**config.mk**
```make
export PLATFORM = sky130hd
export DESIGN_NAME = sparse_current_accumulator
export DESIGN_NICKNAME = d
export VERILOG_FILES = /design/src/rtl/sca_pkg.sv /design/src/rtl/sparse_current_accumulator_lsb_priority_enc.sv /design/src/rtl/sparse_current_accumulator.sv
export SDC_FILE = /design/constraint.sdc
export NUM_CORES = 1
export LEC_CHECK = 0
export CORE_ASPECT_RATIO = 0.7
export CORE_MARGIN = 2
export CORE_UTILIZATION = 45
export DETAILED_ROUTE_END_ITERATION = 7
export PLACE_DENSITY_LB_ADDON = 0.12
export RECOVER_POWER = 50
export SETUP_SLACK_MARGIN = 0.15
export SYNTH_ARGS = -nofsm -noshare
export SYNTH_HDL_FRONTEND = slang
export SYNTH_SLANG_ARGS = --single-unit
export TNS_END_PERCENT = 5
```
**constraint.sdc**
```tcl
create_clock -name clk -period 6.1 [get_ports clk]
set_input_delay 1.525 -clock clk [delete_from_list [all_inputs] [get_ports clk]]
set_output_delay 1.525 -clock clk [all_outputs]
set_load 0.02 [all_outputs]
```
**src/rtl/sca_pkg.sv**
```systemverilog
// Shared types, widths and helpers for the sparse current accumulator.
// Saturation and popcount live here so the top stays a plain FSM + datapath.
package sca_pkg;

  localparam int N_IN       = 8;
  localparam int W_WIDTH    = 8;
  localparam int CUR_WIDTH  = 8;
  localparam int IDX_WIDTH  = $clog2(N_IN);
  localparam int ACC_WIDTH  = W_WIDTH + IDX_WIDTH;
  localparam int SKIP_WIDTH = 16;

  localparam logic signed [ACC_WIDTH-1:0] CUR_MAX = ACC_WIDTH'((1 << CUR_WIDTH) - 1);

  typedef enum logic [1:0] {IDLE, SCAN, DONE} state_e;

  // Clamp the signed running sum into the unsigned current range.
  function automatic logic [CUR_WIDTH-1:0] sat_current(input logic signed [ACC_WIDTH-1:0] acc);
    if (acc[ACC_WIDTH-1]) return '0;
    if (acc > CUR_MAX)    return '1;
    return acc[CUR_WIDTH-1:0];
  endfunction

  function automatic logic [IDX_WIDTH:0] popcount(input logic [N_IN-1:0] v);
    logic [IDX_WIDTH:0] c;
    c = '0;
    for (int i = 0; i < N_IN; i++) c += (IDX_WIDTH+1)'(v[i]);
    return c;
  endfunction

endpackage

```
**src/rtl/sparse_current_accumulator_lsb_priority_enc.sv**
```systemverilog
// Combinational lowest-set-bit finder; picks the next active input to visit.
module lsb_priority_enc
  import sca_pkg::*;
(
  input  logic [N_IN-1:0]      vec_i,
  output logic [IDX_WIDTH-1:0] idx_o,
  output logic                 any_o
);

  // NOTE: every output gets a default before the loop so no latch is inferred.
  always_comb begin
    idx_o = '0;
    any_o = |vec_i;
    // Scan downward so the lowest set bit is the last (winning) assignment.
    for (int i = N_IN - 1; i >= 0; i--) begin
      if (vec_i[i]) idx_o = IDX_WIDTH'(i);
    end
  end

endmodule

```
**src/rtl/sparse_current_accumulator.sv**
```systemverilog
// Sums signed weights of the set spike bits, one active bit per cycle,
// and hands the clamped current downstream over a valid/ready handshake.
module sparse_current_accumulator
  import sca_pkg::*;
(
  input  logic                        clk,
  input  logic                        rst,
  input  logic                        w_load,
  input  logic [IDX_WIDTH-1:0]        w_addr,
  input  logic signed [W_WIDTH-1:0]   w_data,
  input  logic                        in_valid,
  output logic                        in_ready,
  input  logic [N_IN-1:0]             in_spikes,
  output logic                        out_valid,
  input  logic                        out_ready,
  output logic [CUR_WIDTH-1:0]        out_current,
  output logic [SKIP_WIDTH-1:0]       skip_count
);

  state_e                      state_q, state_d;
  logic [N_IN-1:0]             mask_q, mask_d;
  logic signed [ACC_WIDTH-1:0] acc_q, acc_d;
  logic [CUR_WIDTH-1:0]        cur_q, cur_d;
  logic [SKIP_WIDTH-1:0]       skip_q, skip_d;
  logic [SKIP_WIDTH:0]         skip_sum;
  logic [IDX_WIDTH:0]          zero_bits;
  logic signed [W_WIDTH-1:0]   weight_q [N_IN];

  logic [IDX_WIDTH-1:0] scan_idx;
  logic                 scan_any;

  lsb_priority_enc u_enc (
    .vec_i (mask_q),
    .idx_o (scan_idx),
    .any_o (scan_any)
  );

  assign in_ready    = (state_q == IDLE);
  assign out_valid   = (state_q == DONE);
  assign out_current = cur_q;
  assign skip_count  = skip_q;

  always_comb begin
    state_d   = state_q;
    mask_d    = mask_q;
    acc_d     = acc_q;
    cur_d     = cur_q;
    skip_d    = skip_q;
    zero_bits = (IDX_WIDTH+1)'(N_IN) - popcount(in_spikes);
    skip_sum  = {1'b0, skip_q} + (SKIP_WIDTH+1)'(zero_bits);

    unique case (state_q)
      IDLE: begin
        if (in_valid) begin
          mask_d = in_spikes;
          acc_d  = '0;
          skip_d = skip_sum[SKIP_WIDTH] ? '1 : skip_sum[SKIP_WIDTH-1:0];
          if (in_spikes == '0) begin
            cur_d   = '0;
            state_d = DONE;
          end else begin
            state_d = SCAN;
          end
        end
      end
      SCAN: begin
        if (scan_any) begin
          // A same-cycle weight write lands at the edge, so this reads the old value.
          acc_d            = acc_q + ACC_WIDTH'(weight_q[scan_idx]);
          mask_d[scan_idx] = 1'b0;
        end
        if (mask_d == '0) begin
          cur_d   = sat_current(acc_d);
          state_d = DONE;
        end
      end
      DONE: begin
        if (out_ready) state_d = IDLE;
      end
      default: state_d = IDLE;
    endcase
  end

  // NOTE: sequential state uses non-blocking assignments only.
  always_ff @(posedge clk) begin
    if (rst) begin
      state_q <= IDLE;
      mask_q  <= '0;
      acc_q   <= '0;
      cur_q   <= '0;
      skip_q  <= '0;
    end else begin
      state_q <= state_d;
      mask_q  <= mask_d;
      acc_q   <= acc_d;
      cur_q   <= cur_d;
      skip_q  <= skip_d;
    end
  end

  // NOTE: the weight array is a handful of flops, so it is reset like any other register.
  always_ff @(posedge clk) begin
    if (rst) begin
      for (int i = 0; i < N_IN; i++) weight_q[i] <= '0;
    end else if (w_load && ({1'b0, w_addr} < (IDX_WIDTH+1)'(N_IN))) begin
      weight_q[w_addr] <= w_data;
    end
  end

endmodule

```
Word-level counts from Yosys, hierarchy flattened
Memory sizes are Yosys's and may differ from the RTL's.
Index checks and enable logic that the tools add are counted.
- equality and inequality tests: 6
- $add $sub $neg: 10
- muxes and demuxes: 47
- magnitude comparators: 3
- reductions and logical operators: 11
- bitwise logic cells: 2
- operators by type and width (operator ; number):
    $mux 8 ; 11
    $mux 11 ; 3
    $pmux 8 s2 ; 2
    $mux 3 ; 9
    $pmux 11 s2 ; 1
    $add 16x4->17 ; 1
    $add 4x1->4 ; 4
    $logic_not 8->1 ; 2
    $mux 16 ; 1
    $reduce_or 8->1 ; 2
    $mux 1 ; 14
    $add 11x8->11 ; 1
    $gt 11x9->1 const B ; 1
    $and 8x8->8 ; 1
    $mux 2 ; 4
    $not 8->8 ; 1
    $pmux 2 s3 ; 1
    $add 3x1->4 ; 1
    $lt 3x4->1 const B ; 1
    $ne 2x1->1 const B ; 2
    $ne 2x2->1 const B ; 2
    $reduce_and 2->1 ; 2
    $reduce_and 4->1 ; 1
    $sub 4x4->4 const A ; 1
    other kinds (10) ; 10
- input bits: 24
- output and inout bits: 26
- memory bits (writable): 64
- logic and storage cells: 85
- flip-flop bits (word level): 45
- memories kept: 1
- memories (memory ; words ; width ; read ports ; clocked after memory_dff ; write ports ; line ; RTL):
    weight_q ; 8 ; 8 ; 1 ; 0 ; 8 ; sparse_current_accumulator.sv:27 ; logic signed [W_WIDTH-1:0] weight_q [N_IN];

Depth between registers and ports, before layout
- depth after elaboration: 26
- gate-level depth with buffers: 18
- depth with buffers taken out: 17

Cells and area by module
From an unflattened synthesis, not the netlist that was laid out.
- cells, all modules: 550
- area total of the unflattened synthesis: 5890.6 sq um
- modules (own cells, without submodules) (module ; area each (sq um) ; instances ; seq. area each (sq um) ; cells an instance):
    sparse_current_accumulator ; 5809.3 ; 1 ; 2822.7 ; 537
    lsb_priority_enc ; 81.3 ; 1 ; 0.0 ; 13

Worst setup path before layout
Ideal clock, no wire load.
- kind: in2reg
- from: input port in_spikes[4]
- to: register skip_q[15] (netlist: skip_count[15])
- data required time: 6.014 ns
- library setup time: 0.086 ns
- setup slack: 0.878 ns
- data arrival time: 5.137 ns
- path buffers: 0
- cell stages on the path: 15
- path through: fa_1 -> inv_1 -> ha_1 -> fa_1 -> inv_1 -> fa_1 -> inv_1 -> ha_1 -> ha_1 -> a21o_1 -> a21oi_1 -> nor4_2 -> nand2_1 -> and4_1 -> a211oi_1
- word-level cells in the longest chain between the ends: 7
- RTL lines (element ; line ; RTL):
    start: declaration ; sparse_current_accumulator.sv:13 ; input logic [N_IN-1:0] in_spikes,
    $add 4x1->4 (4 in series) ; sca_pkg.sv:26 ; for (int i = 0; i < N_IN; i++) c += (IDX_WIDTH+1)'(v[i]);
    $sub 4x4->4 ; sparse_current_accumulator.sv:49 ; zero_bits = (IDX_WIDTH+1)'(N_IN) - popcount(in_spikes);
    $add 16x4->17 ; sparse_current_accumulator.sv:50 ; skip_sum = {1'b0, skip_q} + (SKIP_WIDTH+1)'(zero_bits);
    $mux 16 ; sparse_current_accumulator.sv:57 ; skip_d = skip_sum[SKIP_WIDTH] ? '1 : skip_sum[SKIP_WIDTH-1:0];
    end signal: assignment ; sparse_current_accumulator.sv:97 ; skip_q <= skip_d;
    end: declaration ; sparse_current_accumulator.sv:24 ; logic [SKIP_WIDTH-1:0] skip_q, skip_d;
Every way passes these cells.
A chain may end at the register's enable or synchronous reset.

Final worst setup path
- from: input port in_spikes[1]
- to: register skip_q[15] (netlist: skip_count[15])
- word-level cells in the longest chain between the ends: 10
- RTL lines (element ; line):
    $add 1x1->2 ; sca_pkg.sv:26
    $add 2x1->3 ; sca_pkg.sv:26
    $add 3x1->4 ; sca_pkg.sv:26
    $add 4x1->4 (4 in series) ; sca_pkg.sv:26
    $sub 4x4->4 ; sparse_current_accumulator.sv:49
    $add 16x4->17 ; sparse_current_accumulator.sv:50
    $mux 16 ; sparse_current_accumulator.sv:57
Every way passes these cells.

==> impl_metrics.json <==
{
  "grt_pass1_wl_um": 23600,
  "final_cell_area_mm2": 0.00691,
  "cts_sinks": 109,
  "finClkSkew_ps": 7.11,
  "synth_area_mm2": 0.00595,
  "ys_seq_area_share_pct": 47.4,
  "worstSetupPathType": "in -> reg",
  "p_leak_nw": 2.69,
  "vias": 4632,
  "status": "finished with violations",
  "core_mm2": 0.0131,
  "rrSetupSlack_ps": 920,
  "antenna_found_initial": 0,
  "area_growth_pct": 16.1,
  "crit_path_end": "skip_count[15]$_SDFFE_PP0P_",
  "die-area_mm2": 0.0142,
  "postCtsSetupBuffers": 0,
  "pwr_density_cell_mw_per_mm2": 308,
  "gr-usage-met1_pct": 32.9,
  "cap_viol_max_count": 1,
  "rr_startpoint": "mask_q[7]$_SDFFE_PP0P_",
  "grt_pass1_vias": 4424,
  "syn-num-nets": 659,
  "fillers": 1186,
  "setup_violations": 0,
  "min_period_ps": 5400,
  "critical_path_required_ps": 6370,
  "gp_congestion": 0.835,
  "grtUsageTotal_pct": 21.8,
  "vdd_drop_max_mv": 0.186,
  "numCtsBuffers": 9,
  "port_buffers": 49,
  "hold_class": "reg -> reg",
  "cp.arrival_ps": 5660,
  "drive_gt1_share_pct": 8.35,
  "ctsHoldBuffers": 0,
  "start_util_pct": 45.6,
  "startpoint": "in_spikes[1]",
  "dpl_cell_area_mm2": 0.00658,
  "n_antenna_cell": 0,
  "tns_ps": 0,
  "synth-edff-count": 64,
  "worstMarginPinSlew_ps": 1730,
  "hpwlAfterDp_um": 10500,
  "root_buffer": "clkbuf_16",
  "gr-usage-met2_pct": 32.0,
  "ys_warn_count": 0,
  "failed_checks": "capacitance limit, slew limit",
  "cp_max_fo": 3,
  "grt-busiest-layer": "met1",
  "drt_iter0_drc": 489,
  "syn_inst": 609,
  "synth.distinct_cells": 60,
  "synth_flop_cell": "edfxtp_1",
  "drc_errors": 0,
  "wl_per_cell_um": 17.7,
  "ys_ff_latch": 109,
  "grt_max_degree": 37,
  "post_cts_resized": 0,
  "drtAntennaViolNets": 0,
  "num-nets-final": 704,
  "slew_headroom_pct": -15.3,
  "r2r_end": "out_current[2]$_SDFFE_PP0P_",
  "r2r_cells": 16,
  "cts_tree": "yes",
  "finalWirelength_um": 14600,
  "clk_latency_ps": 350,
  "critPathLaunchType": "primary input",
  "final_common_cell": "nand2_1",
  "max_freq_ghz": 0.185,
  "overflow": 0,
  "vias_per_cell": 5.61,
  "layout_common_cells": "69 x nand2_1, 66 x nor2_1, 64 x edfxtp_1, 45 x dfxtp_1, 37 x and2_0",
  "die_w_um": 141,
  "num_rows": 35,
  "postSynthAreaPerCell_um2": 9.77,
  "hold_violations": 0,
  "first_pass_iters": 5,
  "htree_levels": 3,
  "synth-async-reset-ratio_pct": 0,
  "rsz0062_at_grt": "no",
  "die_h_um": 100,
  "end_kind": "register",
  "ctsLongestPathBuffers": 2,
  "io_pins": 50,
  "grtUsageMet3_pct": 4.58,
  "path_clk_slew_ps": 70,
  "finalMaxSlewViolations": 37,
  "post-route-period-util_pct": 88.5
}
[metrics by stage]
| step | hold WS, ps | utilization [%] | instances | total power (W) | setup WS, ps |
|---|---|---|---|---|---|
| 6_report | 463 | 52.9 | 825 | 0.00213 | 703 |
| 5_1_grt | 495 | 52.9 | 825 | 0.00225 | 452 |
| 4_1_cts | 475 | 53.0 | 825 | 0.00215 | 699 |
| 3_5_place_dp | 452 | 50.4 | 809 | 0.00150 | 337 |
| 2_1_floorplan | 461 | - | 609 | 0.00132 | 878 |
| 3_3_place_gp | 452 | 50.4 | 809 | 0.00148 | 464 |
[worst min-delay path by stage]
stage | startpoint | end | slack [ps] | depth (start not counted)
after floorplan | acc_q[8]$_SDFFE_PP0P_ | acc_q[8]$_SDFFE_PP0P_ | 460 | 2
after CTS | out_current[7]$_SDFFE_PP0P_ | out_current[7]$_SDFFE_PP0P_ | 470 | 2
final | out_current[3]$_SDFFE_PP0P_ | out_current[3]$_SDFFE_PP0P_ | 460 | 2
after global routing | out_current[5]$_SDFFE_PP0P_ | out_current[5]$_SDFFE_PP0P_ | 500 | 2
after detailed placement | out_current[4]$_SDFFE_PP0P_ | out_current[4]$_SDFFE_PP0P_ | 450 | 2
after global placement | out_current[3]$_SDFFE_PP0P_ | out_current[3]$_SDFFE_PP0P_ | 450 | 2
[final cells by class]
type / count / area (µm²) / area share, %
flip-flops and latches: 109 / 2820 / 40.9
well taps: 166 / 208 / 3.01
clock buffers: 10 / 239 / 3.46
inverters: 18 / 67.6 / 0.978
multi-input cells: 460 / 2940 / 42.6
clock inverters: 6 / 92.6 / 1.34
repair buffers: 56 / 536 / 7.75
[cells by family after synthesis]
kind of cell,share of synthesized area [%]
and+or+nand+nor,26.4
buffers and inverters,3.11
muxes,0.358
AOI/OAI and AO/OA,13.4
xor gates and xnor gates,3.11
DFF,47.4
adders and majority gates,6.23
[power breakdown]
part | leakage (nW) | total, W | switching (W) | internal [W]
Clock | 0.161 | 0.000649 | 0.000274 | 0.000375
Sequential | 0.979 | 0.000870 | 0.0000394 | 0.000830
Combinational | 1.55 | 0.000610 | 0.000377 | 0.000233
Total | 2.69 | 0.00213 | 0.000690 | 0.00144
[synth_stat cells, types with 4 or more instances]
cell type / count / area share (%)
fa_1: 6 / 2.0
or2_2: 9 / 0.95
nand3_1: 32 / 2.7
clkbuf_1: 11 / 0.69
nor4_1: 9 / 0.95
a22oi_1: 7 / 0.88
nor2_1: 66 / 4.2
o31ai_2: 9 / 1.9
nand2_1: 69 / 4.4
o21ai_0: 16 / 1.3
o22ai_1: 7 / 0.74
dfxtp_1: 45 / 15
a21oi_1: 32 / 2.7
and2_1: 66 / 6.9
edfxtp_1: 64 / 32
nor2b_1: 5 / 0.53
a21o_1: 7 / 0.88
nand2b_1: 8 / 0.84
a31oi_1: 10 / 1.1
buf_1: 4 / 0.25
nor3_1: 17 / 1.4
ha_1: 20 / 4.2
inv_1: 18 / 1.1
xor2_1: 10 / 1.5
xnor2_1: 8 / 1.2
[worst max-delay path, cell delays in order]
cell	delay, ps
clkdlybuf4s50_1	530
inv_1	80
fa_1	480
ha_1	230
fa_1	510
inv_1	50
fa_1	540
inv_1	70
ha_1	270
a21o_1	150
a21oi_1	220
nor2b_1	80
o211a_1	260
nand3_1	180
nor2_1	100
and4_1	200
a211oi_1	210
[metal layers]
metal	wire, µm	up-vias
li1	-	2250
met1	7340	2252
met2	6260	113
met3	800	17
met4	189	0
met5	0	-
[sequential cells by signal, summed over array words and instances, names as in the netlist]
| signal | count |
|---|---|
| weight_q | 64 |
| skip_count | 16 |
| acc_q | 11 |
| mask_q | 8 |
| out_current | 8 |
| state_q | 2 |
Note: power is estimated with default switching activity, not from simulation.
